$ cat config.mk
export PLATFORM = sky130hd
export DESIGN_NAME = pipeline_hazard_ctrl
export DESIGN_NICKNAME = d
export VERILOG_FILES = /design/src/rtl/pipeline_hazard_ctrl_pkg.sv /design/src/rtl/hazard_perf_counters.sv /design/src/rtl/pipeline_hazard_ctrl.sv
export SDC_FILE = /design/constraint.sdc
export NUM_CORES = 1
export LEC_CHECK = 0
export BUFFER_PORTS_ARGS = -buffer_cell sky130_fd_sc_hd__buf_2
export CAP_MARGIN = 20
export CELL_PAD_IN_SITES_DETAIL_PLACEMENT = 1
export CELL_PAD_IN_SITES_GLOBAL_PLACEMENT = 1
export CORE_MARGIN = 3
export CORE_UTILIZATION = 32
export CTS_BUF_LIST = sky130_fd_sc_hd__clkbuf_8
export CTS_CLUSTER_DIAMETER = 100
export DETAILED_ROUTE_END_ITERATION = 8
export GPL_TIMING_DRIVEN = 0
export PLACE_DENSITY_LB_ADDON = 0.1
export SLEW_MARGIN = 20
export SYNTH_ARGS = -nofsm -noshare
export SYNTH_HDL_FRONTEND = slang
export SYNTH_SLANG_ARGS = --single-unit
export TNS_END_PERCENT = 100
$ cat constraint.sdc
create_clock -name clk -period 1.6 [get_ports clk]
set_input_delay 0.24 -clock clk [delete_from_list [all_inputs] [get_ports clk]]
set_output_delay 0.24 -clock clk [all_outputs]
set_load 0.05 [all_outputs]
$ cat src/rtl/pipeline_hazard_ctrl_pkg.sv
// rtl/pipeline_hazard_ctrl_pkg.sv - shared encodings for the pipeline hazard controller
//
// Holds the FSM state encoding, the bubble NOP, the forwarding-select codes
// shared with the forwarding unit, the stage-control bundle and the load-use
// detection helper.
package pipeline_hazard_ctrl_pkg;

    localparam logic [1:0] ST_RUN      = 2'd0;
    localparam logic [1:0] ST_MEM_WAIT = 2'd1;
    localparam logic [1:0] ST_FAULT    = 2'd2;

    // addi x0, x0, 0 - the canonical RISC-V NOP loaded as a bubble
    localparam logic [31:0] NOP_INSTR = 32'h0000_0013;

    typedef enum logic [1:0] {
        FWD_REG = 2'b00,
        FWD_WB  = 2'b01,
        FWD_MEM = 2'b10
    } fwd_sel_t;

    typedef struct packed {
        logic pc_wen;
        logic if_id_wen;
        logic id_ex_wen;
        logic ex_mem_wen;
        logic if_id_flush;
        logic id_ex_flush;
        logic mem_wb_flush;
    } stage_ctrl_t;

    localparam stage_ctrl_t CTRL_NORMAL = '{1'b1, 1'b1, 1'b1, 1'b1, 1'b0, 1'b0, 1'b0};
    localparam stage_ctrl_t CTRL_FREEZE = '{1'b0, 1'b0, 1'b0, 1'b0, 1'b0, 1'b0, 1'b1};
    localparam stage_ctrl_t CTRL_BRANCH = '{1'b1, 1'b1, 1'b1, 1'b1, 1'b1, 1'b1, 1'b0};
    localparam stage_ctrl_t CTRL_STALL  = '{1'b0, 1'b0, 1'b1, 1'b1, 1'b0, 1'b1, 1'b0};

    // A load result is not available to EX until the load reaches WB, so a
    // consumer directly behind it must wait one cycle. x0 is never a hazard.
    function automatic logic load_use_hazard(
        input logic       mem_read,
        input logic [4:0] rd,
        input logic [4:0] rs1,
        input logic [4:0] rs2,
        input logic       use_rs1,
        input logic       use_rs2
    );
        return mem_read && (rd != 5'd0) &&
               ((use_rs1 && (rd == rs1)) || (use_rs2 && (rd == rs2)));
    endfunction

endpackage

$ cat src/rtl/hazard_perf_counters.sv
// rtl/hazard_perf_counters.sv - stall/flush/wait event counters for the hazard controller
//
// Ports: clk, rst (sync active-high); stall_evt/flush_evt/wait_evt one-cycle
// event strobes; stall_cnt/flush_cnt/wait_cnt free-running CNT_W-bit counts
// that wrap modulo 2^CNT_W.
module hazard_perf_counters #(
    parameter int CNT_W = 32
) (
    input  logic             clk,
    input  logic             rst,
    input  logic             stall_evt,
    input  logic             flush_evt,
    input  logic             wait_evt,
    output logic [CNT_W-1:0] stall_cnt,
    output logic [CNT_W-1:0] flush_cnt,
    output logic [CNT_W-1:0] wait_cnt
);

    always_ff @(posedge clk) begin
        if (rst) begin
            stall_cnt <= '0;
            flush_cnt <= '0;
            wait_cnt  <= '0;
        end else begin
            if (stall_evt) stall_cnt <= stall_cnt + CNT_W'(1);
            if (flush_evt) flush_cnt <= flush_cnt + CNT_W'(1);
            if (wait_evt)  wait_cnt  <= wait_cnt + CNT_W'(1);
        end
    end

endmodule

$ cat src/rtl/pipeline_hazard_ctrl.sv
// rtl/pipeline_hazard_ctrl.sv - stall/flush sequencer with memory watchdog for the 5-stage pipeline
//
// Optional feature macro: HAZARD_PERF_CNT_EN (adds Stall_Cnt/Flush_Cnt/Wait_Cnt).
// Ports: clk, rst (sync active-high); hazard inputs ID_EX_MemRead, Rd_EX,
// Rs1_ID, Rs2_ID, Use_Rs1_ID, Use_Rs2_ID; Branch_Taken_EX; Dmem_Req,
// Dmem_Ready; stage write enables PC_WEN..EX_MEM_WEN; bubble loads
// IF_ID_Flush, ID_EX_Flush, MEM_WB_Flush; sticky Mem_Fault.
module pipeline_hazard_ctrl
    import pipeline_hazard_ctrl_pkg::*;
#(
    parameter int MEM_TIMEOUT = 64,
    parameter int CNT_W       = 32
) (
    input  logic             clk,
    input  logic             rst,
    input  logic             ID_EX_MemRead,
    input  logic [4:0]       Rd_EX,
    input  logic [4:0]       Rs1_ID,
    input  logic [4:0]       Rs2_ID,
    input  logic             Use_Rs1_ID,
    input  logic             Use_Rs2_ID,
    input  logic             Branch_Taken_EX,
    input  logic             Dmem_Req,
    input  logic             Dmem_Ready,
    output logic             PC_WEN,
    output logic             IF_ID_WEN,
    output logic             ID_EX_WEN,
    output logic             EX_MEM_WEN,
    output logic             IF_ID_Flush,
    output logic             ID_EX_Flush,
    output logic             MEM_WB_Flush,
    output logic             Mem_Fault
`ifdef HAZARD_PERF_CNT_EN
    ,
    output logic [CNT_W-1:0] Stall_Cnt,
    output logic [CNT_W-1:0] Flush_Cnt,
    output logic [CNT_W-1:0] Wait_Cnt
`endif
);

    localparam int WCNT_W = $clog2(MEM_TIMEOUT + 1);
    localparam logic [WCNT_W-1:0] WAIT_LIMIT = WCNT_W'(MEM_TIMEOUT);

    logic [1:0]        state, state_nxt;
    logic [WCNT_W-1:0] wait_cnt, wait_cnt_nxt;
    stage_ctrl_t       ctrl;
    logic              run_eval;
    logic              mem_stall;
    logic              hazard;
    logic              stall_evt, flush_evt, wait_evt;

    assign mem_stall = Dmem_Req && !Dmem_Ready;
    assign hazard    = load_use_hazard(ID_EX_MemRead, Rd_EX, Rs1_ID, Rs2_ID,
                                       Use_Rs1_ID, Use_Rs2_ID);

    always_comb begin
        ctrl         = CTRL_NORMAL;
        state_nxt    = state;
        wait_cnt_nxt = wait_cnt;
        run_eval     = 1'b0;
        stall_evt    = 1'b0;
        flush_evt    = 1'b0;
        wait_evt     = 1'b0;

        case (state)
            ST_RUN: run_eval = 1'b1;
            ST_MEM_WAIT: begin
                wait_evt = 1'b1;
                if (Dmem_Ready) begin
                    // Release cycle: whatever is waiting in EX/ID is
                    // serviced now instead of costing another cycle.
                    state_nxt = ST_RUN;
                    run_eval  = 1'b1;
                end else begin
                    ctrl = CTRL_FREEZE;
                    if (wait_cnt >= WAIT_LIMIT) begin
                        state_nxt = ST_FAULT;
                    end else begin
                        wait_cnt_nxt = wait_cnt + WCNT_W'(1);
                    end
                end
            end
            // FAULT and the unused encoding both hold the pipe until reset
            default: ctrl = CTRL_FREEZE;
        endcase

        if (run_eval) begin
            if (mem_stall) begin
                ctrl         = CTRL_FREEZE;
                state_nxt    = ST_MEM_WAIT;
                wait_cnt_nxt = WCNT_W'(1);
            end else if (Branch_Taken_EX) begin
                // Also covers a simultaneous load-use: the consumer in ID
                // is on the wrong path and gets squashed.
                ctrl      = CTRL_BRANCH;
                flush_evt = 1'b1;
            end else if (hazard) begin
                ctrl      = CTRL_STALL;
                stall_evt = 1'b1;
            end
        end
    end

    always_ff @(posedge clk) begin
        if (rst) begin
            state    <= ST_RUN;
            wait_cnt <= '0;
        end else begin
            state    <= state_nxt;
            wait_cnt <= wait_cnt_nxt;
        end
    end

    assign PC_WEN       = ctrl.pc_wen;
    assign IF_ID_WEN    = ctrl.if_id_wen;
    assign ID_EX_WEN    = ctrl.id_ex_wen;
    assign EX_MEM_WEN   = ctrl.ex_mem_wen;
    assign IF_ID_Flush  = ctrl.if_id_flush;
    assign ID_EX_Flush  = ctrl.id_ex_flush;
    assign MEM_WB_Flush = ctrl.mem_wb_flush;
    assign Mem_Fault    = (state == ST_FAULT);

`ifdef HAZARD_PERF_CNT_EN
    hazard_perf_counters #(
        .CNT_W(CNT_W)
    ) u_perf (
        .clk       (clk),
        .rst       (rst),
        .stall_evt (stall_evt),
        .flush_evt (flush_evt),
        .wait_evt  (wait_evt),
        .stall_cnt (Stall_Cnt),
        .flush_cnt (Flush_Cnt),
        .wait_cnt  (Wait_Cnt)
    );
`else
    logic perf_evt_unused;
    assign perf_evt_unused = stall_evt ^ flush_evt ^ wait_evt;
`endif

endmodule
==> results by group <==
GRT
  • Global-route wire length before repair: 3.132 mm
  • Combined global-route utilization of all metal layers: 0.1731
  • GRT Max-Usage Layer: met2
  • Global routing usage on met1: 0.1727
  • Met3 demand-to-capacity share in global routing: 0.06528
  • Gr ovfl total: 0
  • Number of antenna violations at the first check in global routing: 0
  • Global-route track usage on met2: 0.2978
  • Largest net degree at the start of global routing: 8
  • Vias in the first global route: 724

Run status
  • Violated checks: negative setup slack
  • Run status: finished, violations left

Power and ir drop
  • Power consumption: 0.7188 mW
  • Static Leak: 0.4597 nW
  • Maximum VDD drop: 0.0003909 V
  • Power density relative to cell area: 704.0 nW/um^2

Placed design
  • Weighted congestion at the end of routability-driven global placement: about 0.71
  • Post-detailed-placement half-perimeter wirelength: 1.329 mm
  • Port bufs: 30

Yosys
  • Xor/xnor cell area share of the yosys netlist: 0.1960
  • EDFF count, synth: 0
  • Area fraction in compound gates after synthesis: 0.1420
  • Nets in the synthesized netlist: 97
  • FF+latch count, synth: 9
  • Dominant cells by area after synthesis: sky130_fd_sc_hd__dfxtp_1, sky130_fd_sc_hd__xor2_1, sky130_fd_sc_hd__nor2_1
  • Gate count of the mapped netlist: 72
  • Adder-cell share of the synthesized area: 0.04000
  • Biggest area consumer among synthesized cells: sky130_fd_sc_hd__dfxtp_1
  • Total of warnings raised by yosys: 0
  • Fraction of registers with async set or reset after synthesis: 0
  • Multiplexer area fraction after synthesis: 0.01600
  • Share of synthesized area occupied by flip-flops and latches: 0.2880
  • Summed instance area of the synthesized netlist: between 600 and 700 sq um
  • Commonest cells in the netlist: sky130_fd_sc_hd__xor2_1, sky130_fd_sc_hd__nor2_1, sky130_fd_sc_hd__dfxtp_1, sky130_fd_sc_hd__inv_1, sky130_fd_sc_hd__nand2_1
  • Dominant combinational cell family by area after synthesis: simple AND/OR/NAND/NOR gates
  • Cell variety after synth: 31
  • Synthesized-area fraction occupied by and/or/nand/nor cells: 0.2640
  • Main synth FF type: sky130_fd_sc_hd__dfxtp_1
  • Per-instance average area after synthesis: 8.689 sq um
  • Most frequently used cell type in the post-synthesis netlist: sky130_fd_sc_hd__xor2_1
  • Portion of synthesized cell area occupied by the leading cell type: 0.2880

Clocking
  • CTS H-tree lvls: 1
  • Number of hold buffers added after cts: 0
  • Clock latency on the worst-skew pair: ~0.24 ns
  • Count of clock tree sinks: 9
  • Clock-pin slew on the worst setup and hold paths: ~0.050 ns
  • Maximum count of clock buffers along a single path: 2
  • Clock root buffer master: sky130_fd_sc_hd__clkbuf_8
  • CTS buffer count: 3
  • CTS tree: built

Route
  • Via/cell ratio: between 4 and 5
  • Pre-antenna DRT Iters: 3
  • Number of vias after detailed routing: about 640
  • Average wire per standard cell: ~13 um
  • Antenna viol nets, final: 0
  • WL final: 1.759 mm
  • Count of routing violations after the opening detailed-route iteration: 3
  • Remaining design rule violation count: 0

STA
  • Endpoints failing setup: 5
  • Final Hold Fails: 0
  • Rel. slew slack: 0.7569
  • Peak Freq: roughly 540 MHz
  • Actual transition at the worst max-transition pin: 0.3632 ns
  • Worst hold slack: 0.2049 ns
  • Fin crit period: between 1.5 and 2 ns
  • Fin Setup TNS: -0.8514 ns
  • Final period util: 1.167
  • Worst Clk Skew: 0.0008287 ns
  • Number of max-slew violations in the final report: 0
  • RSZ-0062 raised after global routing: true
  • Final worst slack: -0.2678 ns

Worst hold path
  • Type of the tightest min-delay check: input pin to register

Setup path
  • Kind of start point of the critical path: input pin
  • Series of cell instances along the critical path: buf_6 > xor2_1 > nor4_2 > a32oi_2 > o31a_4 > buf_8 > buf_8
  • Worst path required time: 1.36 ns
  • Worst-case register-to-register setup slack: ~0.3 ns
  • Worst path arrival time: 1.63 ns
  • Most frequent CP cell: sky130_fd_sc_hd__buf_8
  • Type of destination of the critical path: output pin
  • Critical path type: input pin to output pin
  • Slowest cell delay on critical path: 0.39 ns
  • Critical-path cell with the highest stage delay: sky130_fd_sc_hd__o31a_4
  • Largest driver fanout on the critical path: 2

Finish
  • Fill cell instance count of the final layout: 225
  • Number of nets in the final layout: 136
  • Synth-to-layout area growth: 63.20%
  • Final core area utilization: 0.5726
  • Footprint of the flip-flops and latches: 183.9 sq um
  • Number of diodes added for antenna fixing: 0
  • Fraction of layout cells with a size suffix above 1: 0.4636
  • Area of the multi-input gates: 452.9 sq um

Floorplan
  • # rows: 15
  • Core region area: around 1800 sq um
  • Number of primary I/O pins: 31
  • Die extent in y: between 50 and 60 um
  • Overall die area: 2522 sq um
  • Initial Util: 0.3509
  • Width of the die: 50.22 um

Job
  • Max capacitance violation total: 0
final cells by class:
type,count,area share
clock buffer,3,0.04044
timing repair buffer,35,0.2647
buffer,1,0.01471
inverter,5,0.02206
tap,25,0.03064
clock inverter,1,0.003676
sequential,9,0.1801
multi-input combinational,56,0.4436
final timing paths:
path,end,depth (start not counted),start
worst max-delay path,PC_WEN,7,Rs1_ID[3]
worst min-delay path,state[0]$_SDFF_PP0_,2,rst
worst max register to register,wait_cnt[5]$_SDFF_PP0_,5,state[0]$_SDFF_PP0_
worst min register to register,wait_cnt[5]$_SDFF_PP0_,2,wait_cnt[5]$_SDFF_PP0_
kinds of logic after synthesis:
| logic type | Yosys count |
|---|---|
| AO/OA/AOI/OAI | 12 |
| XOR/XNOR | 14 |
| adder cells (fa/ha/maj) | 2 |
| buffers and inverters | 7 |
| flip-flops | 9 |
| multiplexers | 1 |
| AND/OR/NAND/NOR | 27 |
critical path: cells and delay by family:
family	cells	cell delay, ns
AO/OA/AOI/OAI	2	0.56
XOR/XNOR	1	0.16
buffers and inverters	3	0.35
AND/OR/NAND/NOR	1	0.31
layer usage:
layer,wire (um),part of all wire,vias up
met5,0,0,-
li1,-,-,322
met4,48,0.027,0
met3,122,0.069,5
met1,700,0.40,294
met2,888,0.50,21
power breakdown:
group	total, mW	internal [mW]	switching (mW)
registers	0.232	0.228	0.00402
logic	0.221	0.102	0.119
clock network	0.266	0.168	0.0983
total	0.719	0.498	0.221
flip-flops by register name, summed over array words and instances (netlist names):
name / flops
state: 2
wait_cnt: 7
metrics by stage:
stage | setup slack [ns] | cells | cell area (sq um)
after floorplan | -0.5756 | 72 | 660.6
after global placement | -0.3917 | 127 | 842.1
after detailed placement | -0.3996 | 127 | 842.1
after CTS | -0.2615 | 135 | 1002
after global routing | -0.3525 | 135 | 1021
final | -0.2678 | 135 | 1021
timing repair:
action	in CTS	in global routing
setup endpoints to repair	7	7
pin swaps	8	1
hold endpoints to repair	0	0
resized for setup	24	8
buffers inserted	5	2
cell usage in the layout (no fill, tap or decap), drive strengths merged:
cell type	n
clkinvlp	1
and2	1
a31oi	1
nor2	10
buf	36
o31a	1
nand3b	1
a32oi	1
or4	1
xnor2	2
nor2b	1
or2	1
nor4	2
inv	5
xor2	12
nand2b	1
mux2i	1
nand2	4
clkbuf	3
and4	1
nand4	2
a21oi	4
and3	1
o31ai	1
ha	2
nor4b	1
o21ai	2
a41oi	1
a211oi	1
dfxtp	9
Note: power is estimated with default switching activity, not from simulation.
